## src/rtl/branch_predictor_pkg.sv

```systemverilog
// Shared definitions for the fetch-stage branch predictor:
// default parameters, 2-bit counter states and branch-type codes.
package branch_predictor_pkg;

   localparam int BP_XLEN_DEF    = 32;
   localparam int BP_ENTRIES_DEF = 16;
   localparam int BP_CNTW_DEF    = 32;

   typedef enum logic [1:0] {
      CNT_SNT = 2'b00,
      CNT_WNT = 2'b01,
      CNT_WT  = 2'b10,
      CNT_ST  = 2'b11
   } cnt_e;

   typedef enum logic [1:0] {
      BR_NONE = 2'b00,
      BR_COND = 2'b01,
      BR_JAL  = 2'b10,
      BR_JALR = 2'b11
   } br_type_e;

endpackage

```

## src/rtl/branch_predictor_sat_counter2.sv

```systemverilog
// Saturating 2-bit direction counter next-state logic.
// Holds its value when inc and dec are both or neither asserted.
module sat_counter2
   import branch_predictor_pkg::*;
(
   input  cnt_e state,
   input  logic inc,
   input  logic dec,
   output cnt_e next_state
);

   always_comb begin
      next_state = state;
      unique case (1'b1)
         inc & ~dec: begin
            if (state != CNT_ST)
               next_state = cnt_e'(state + 2'd1);
         end
         dec & ~inc: begin
            if (state != CNT_SNT)
               next_state = cnt_e'(state - 2'd1);
         end
         default: ;
      endcase
   end

endmodule

```

## src/rtl/branch_predictor.sv

```systemverilog
// Direct-mapped BTB with 2-bit direction counters, zero-latency lookup,
// single-port update from the resolve stage and saturating statistics.
module branch_predictor
   import branch_predictor_pkg::*;
#(
   parameter int XLEN    = BP_XLEN_DEF,
   parameter int ENTRIES = BP_ENTRIES_DEF,
   parameter int CNTW    = BP_CNTW_DEF
) (
   input  logic            clk,
   input  logic            rst,
   input  logic [XLEN-1:0] if_pc,
   output logic            pred_hit,
   output logic            pred_taken,
   output logic [XLEN-1:0] pred_target,
   input  logic            upd_valid,
   input  logic [XLEN-1:0] upd_pc,
   input  logic            upd_uncond,
   input  logic            upd_taken,
   input  logic [XLEN-1:0] upd_target,
   input  logic            upd_pred_taken,
   input  logic [XLEN-1:0] upd_pred_target,
   output logic            mispredict,
   input  logic            flush_tbl,
   output logic [CNTW-1:0] stat_branches,
   output logic [CNTW-1:0] stat_mispredicts
);

   localparam int IDXW = $clog2(ENTRIES);
   localparam int TAGW = XLEN - IDXW - 2;

   logic [ENTRIES-1:0] valid_q, valid_d;
   logic [TAGW-1:0]    tag_q [ENTRIES];
   logic [TAGW-1:0]    tag_d [ENTRIES];
   logic [XLEN-1:0]    tgt_q [ENTRIES];
   logic [XLEN-1:0]    tgt_d [ENTRIES];
   cnt_e               cnt_q [ENTRIES];
   cnt_e               cnt_d [ENTRIES];
   logic [CNTW-1:0]    br_q, br_d;
   logic [CNTW-1:0]    mp_q, mp_d;

   logic [IDXW-1:0] if_idx, u_idx;
   logic [TAGW-1:0] if_tag, u_tag;
   logic            u_hit;
   cnt_e            ctr_next;

   assign if_idx = if_pc[IDXW+1:2];
   assign if_tag = if_pc[XLEN-1:IDXW+2];
   assign u_idx  = upd_pc[IDXW+1:2];
   assign u_tag  = upd_pc[XLEN-1:IDXW+2];

   // Lookup reads only the registered table, so a same-cycle update
   // to the same slot is not visible until the following cycle.
   always_comb begin
      pred_hit    = valid_q[if_idx] && (tag_q[if_idx] == if_tag);
      pred_taken  = pred_hit && cnt_q[if_idx][1];
      pred_target = pred_hit ? tgt_q[if_idx] : '0;
   end

   assign mispredict = upd_valid &
      ((upd_taken != upd_pred_taken) |
       (upd_taken & (upd_pred_target != upd_target)));

   assign u_hit = valid_q[u_idx] && (tag_q[u_idx] == u_tag);

   sat_counter2 u_ctr (
      .state      (cnt_q[u_idx]),
      .inc        (upd_taken),
      .dec        (~upd_taken),
      .next_state (ctr_next)
   );

   always_comb begin
      valid_d = valid_q;
      tag_d   = tag_q;
      tgt_d   = tgt_q;
      cnt_d   = cnt_q;
      if (flush_tbl) begin
         valid_d = '0;
      end else if (upd_valid) begin
         if (u_hit) begin
            if (upd_uncond) begin
               cnt_d[u_idx] = CNT_ST;
               tgt_d[u_idx] = upd_target;
            end else begin
               cnt_d[u_idx] = ctr_next;
               if (upd_taken)
                  tgt_d[u_idx] = upd_target;
            end
         end else if (upd_taken) begin
            valid_d[u_idx] = 1'b1;
            tag_d[u_idx]   = u_tag;
            tgt_d[u_idx]   = upd_target;
            cnt_d[u_idx]   = upd_uncond ? CNT_ST : CNT_WT;
         end
      end
   end

   // Statistics keep counting through a flush and stick at all-ones.
   always_comb begin
      br_d = br_q;
      mp_d = mp_q;
      if (upd_valid && (br_q != '1))
         br_d = br_q + 1'b1;
      if (mispredict && (mp_q != '1))
         mp_d = mp_q + 1'b1;
   end

   always_ff @(posedge clk or posedge rst) begin
      if (rst) begin
         valid_q <= '0;
         br_q    <= '0;
         mp_q    <= '0;
         for (int i = 0; i < ENTRIES; i++) begin
            tag_q[i] <= '0;
            tgt_q[i] <= '0;
            cnt_q[i] <= CNT_WNT;
         end
      end else begin
         valid_q <= valid_d;
         tag_q   <= tag_d;
         tgt_q   <= tgt_d;
         cnt_q   <= cnt_d;
         br_q    <= br_d;
         mp_q    <= mp_d;
      end
   end

   assign stat_branches    = br_q;
   assign stat_mispredicts = mp_q;

endmodule

```

## config.mk

```make
export PLATFORM = sky130hd
export DESIGN_NAME = branch_predictor
export DESIGN_NICKNAME = d
export VERILOG_FILES = /design/src/rtl/branch_predictor_pkg.sv /design/src/rtl/branch_predictor_sat_counter2.sv /design/src/rtl/branch_predictor.sv
export SDC_FILE = /design/constraint.sdc
export NUM_CORES = 2
export LEC_CHECK = 0
export BUFFER_PORTS_ARGS = -buffer_cell sky130_fd_sc_hd__buf_2
export CORE_MARGIN = 5
export CORE_UTILIZATION = 36
export DETAILED_ROUTE_END_ITERATION = 8
export GPL_ROUTABILITY_DRIVEN = 0
export SLEW_MARGIN = 0
export SYNTH_ARGS = -nofsm -noshare
export SYNTH_HDL_FRONTEND = slang
export SYNTH_HIERARCHICAL = 1
export SYNTH_SLANG_ARGS = --single-unit
export TNS_END_PERCENT = 30
```

## constraint.sdc

```tcl
create_clock -name clk -period 31.1 [get_ports clk]
set_input_delay 1.555 -clock clk [delete_from_list [all_inputs] [get_ports clk]]
set_output_delay 1.555 -clock clk [all_outputs]
set_load 0.02 [all_outputs]
```

==> flow_summary.toml <==
[clock_tree]
postCtsSetupBuffers = 0
cts_buffer_depth = 3
cts_buffers = 114
htreeDepth = 3
cts.sinks = 1040
hold_buffers = 0
cts.clk_slew.worst_paths_ps = 60
clockRootBuffer = "clkbuf_16"
cts_resized = 0
cts_tree = "done"
clkLatencyLatePin_ps = 780

[die]
start_util = 0.362
die_height_um = 393
coreArea_mm2 = 0.146
rows = 140
dieArea_mm2 = 0.154
num_io_pins = 234
die_w_um = 393

[sta]
finalSetupTns_ps = 0
hold_violations = 0
grt_setup_unrepaired = "false"
finalSetupViolations = 0
slew-limit-headroom = 0.215
worst_pin_slew_ps = 1180
slew_viol_final = 0
clock.fmax_mhz = 133
clock_skew_ps = 121
min_period_ps = 7520
fin_crit_sh = 0.242

[worst_setup_path]
cp_max_fo = 66
path_cells = "buf_8 > buf_4 > mux4_2 > mux4_2 > xnor2_1 > nand4_1 > nor4_2 > buf_4 > and3_1 > buf_2"
cp_top_family = "buffers and inverters"
crit_buf_inv = 4
end_kind = "output pin"
slowest_delay_ps = 830
path_class = "input pin to output pin"
arrival_ps = 5970
cp.required_ps = 29550
startpoint_type = "input pin"
crit_slowest_cell = "buf_4"
reg2reg_slack_ps = 26030

[route]
drc = 0
vias_per_cell = 5.64
via_count = 31400
initialDrtViolationCount = 2157
post_drt_wl_per_cell_um = 26.7
wl_um = 149000
drt-pass1-iter-count = 5
drtAntennaViolNets = 0

[grt]
antenna_found_initial = 18
track_usage = 0.194
grt_start_max_net_pins = 188
grt_overflow = 0
first_global_vias = 33200
grt_pass1_wl_um = 224000

[synth]
synth_warnings = 6
syn_nets = 3579
synth_cells = 3440
yosysSeqAreaShare = 0.494
postSynthRegisterBits = 1040
ys.flop_type = "dfrtp_1"
async_reset_ff_frac = 1.00
syn_avg_cell_area_um2 = 15.3
synth.distinct_cells = 73
syn_area_mm2 = 0.0527
synth_enable_flop_cells = 0

[hold_path]
hold_path_class = "flip-flop to flip-flop"

[place]
port_buffers = 229
dp_hpwl_um = 86700

[pwr]
ir_drop_uv = 50.4
power.leakage_nw = 26.6
power_density_mw_per_mm2 = 61.0
totalPowerFinal_mw = 3.61

[job]
cap_violations = 0

[finish]
drive_gt1_frac = 0.502
layout_common_cells = "dfrtp_1 (1024), mux2_2 (889), mux4_2 (400)"
final_common_cell = "dfrtp_1"
area_growth_syn_to_layout_pct = 12.4
fin_nets = 3685

[run_status]
status = "completed"
-- cells by family (layout without fill, tap and decap cells) --
kind of cell | count (synthesis) | after routing | share of synthesized area
buffers and inverters | 345 | 551 | 0.0345
and+or+nand+nor | 326 | 326 | 0.0360
adders and majority gates | 4 | 4 | 0.000950
AOI/OAI and AO/OA | 162 | 162 | 0.0232
xor gates and xnor gates | 146 | 146 | 0.0243
muxes | 1417 | 1417 | 0.387
other | 0 | 12 | 0
DFF | 1040 | 1040 | 0.494
-- power breakdown --
group / total, mW / internal [mW] / leakage (nW) / switching, mW
combinational: 0.545 / 0.305 / 10.8 / 0.240
sequential: 1.64 / 1.53 / 13.8 / 0.112
clock: 1.42 / 0.838 / 1.96 / 0.586
total: 3.61 / 2.67 / 26.6 / 0.938
-- final cells by class --
type / instances / area, um^2
Multi-Input combinational cell: 2055 / 24900
Fill cell: 13400 / 86300
Antenna cell: 12 / 30.0
Clock inverter: 35 / 542
Inverter: 45 / 176
Tap cell: 1917 / 2400
Clock buffer: 181 / 3450
Timing Repair Buffer: 290 / 1680
Sequential cell: 1040 / 26000
-- path summary, 6_finish.rpt --
check | start | endpoint | cells after the start
max | if_pc[2] | pred_target[11] | 10
min | stat_branches[5] | stat_branches[5] | 1
max reg2reg | tag_q[11] | tgt_q[290] | 11
min reg2reg | stat_branches[5] | stat_branches[5] | 1
max in group asynchronous | rst | tgt_q[243] | 6
min in group asynchronous | rst | stat_branches[16] | 2
-- routing by layer --
metal | vias up | share of wire | track usage
met2 | 733 | 0.48 | 0.314
li1 | 13300 | - | -
met3 | 241 | 0.052 | 0.0343
met1 | 17100 | 0.44 | 0.271
met5 | - | 0.00059 | 0
met4 | 12 | 0.028 | 0.0537
-- cells in the mapped netlist, types with 10 or more instances --
| cell | n | area [um^2] |
|---|---|---|
| dfrtp_1 | 1024 | 25600 |
| mux2_2 | 889 | 10000 |
| mux4_2 | 400 | 9010 |
| clkbuf_1 | 126 | 473 |
| xnor2_1 | 84 | 736 |
| mux2_1 | 67 | 754 |
| buf_4 | 65 | 488 |
| xor2_1 | 62 | 543 |
| mux2i_1 | 61 | 611 |
| nand2_1 | 55 | 206 |
| nor2_1 | 45 | 169 |
| inv_1 | 44 | 165 |
| buf_1 | 43 | 161 |
| and3_1 | 40 | 250 |
| nand3_1 | 37 | 185 |
| buf_2 | 35 | 175 |
| a21oi_1 | 32 | 160 |
| nand4_1 | 32 | 200 |
| buf_6 | 30 | 338 |
| o21ai_0 | 28 | 140 |
| nor3_1 | 22 | 110 |
| a22oi_1 | 16 | 120 |
| a31oi_1 | 16 | 100 |
| dfstp_2 | 16 | 420 |
| nor4_1 | 16 | 100 |
| o22ai_1 | 12 | 75.1 |
| a21boi_4 | 10 | 188 |
| and4_1 | 10 | 87.6 |
| nor2b_1 | 10 | 62.6 |
-- metrics by stage --
stage / utilization / instance area (um^2) / std cells / setup WS [ps] / hold slack (ps)
6_report: 0.407 / 59300 / 5575 / 23580 / 481
5_1_grt: 0.407 / 59200 / 5563 / 23260 / 503
4_1_cts: 0.407 / 59200 / 5563 / 23510 / 485
3_5_place_dp: 0.379 / 55200 / 5347 / 23180 / 473
3_3_place_gp: 0.379 / 55200 / 5347 / 23200 / 463
2_1_floorplan: - / 52700 / 3440 / 301 / 452
-- sequential cells by signal, indices dropped and copies added, names as in the netlist --
| name | count |
|---|---|
| tgt_q | 512 |
| tag_q | 416 |
| cnt_q | 32 |
| stat_branches | 32 |
| stat_mispredicts | 32 |
| valid_q | 16 |
Power figures use the tool's default switching activity.
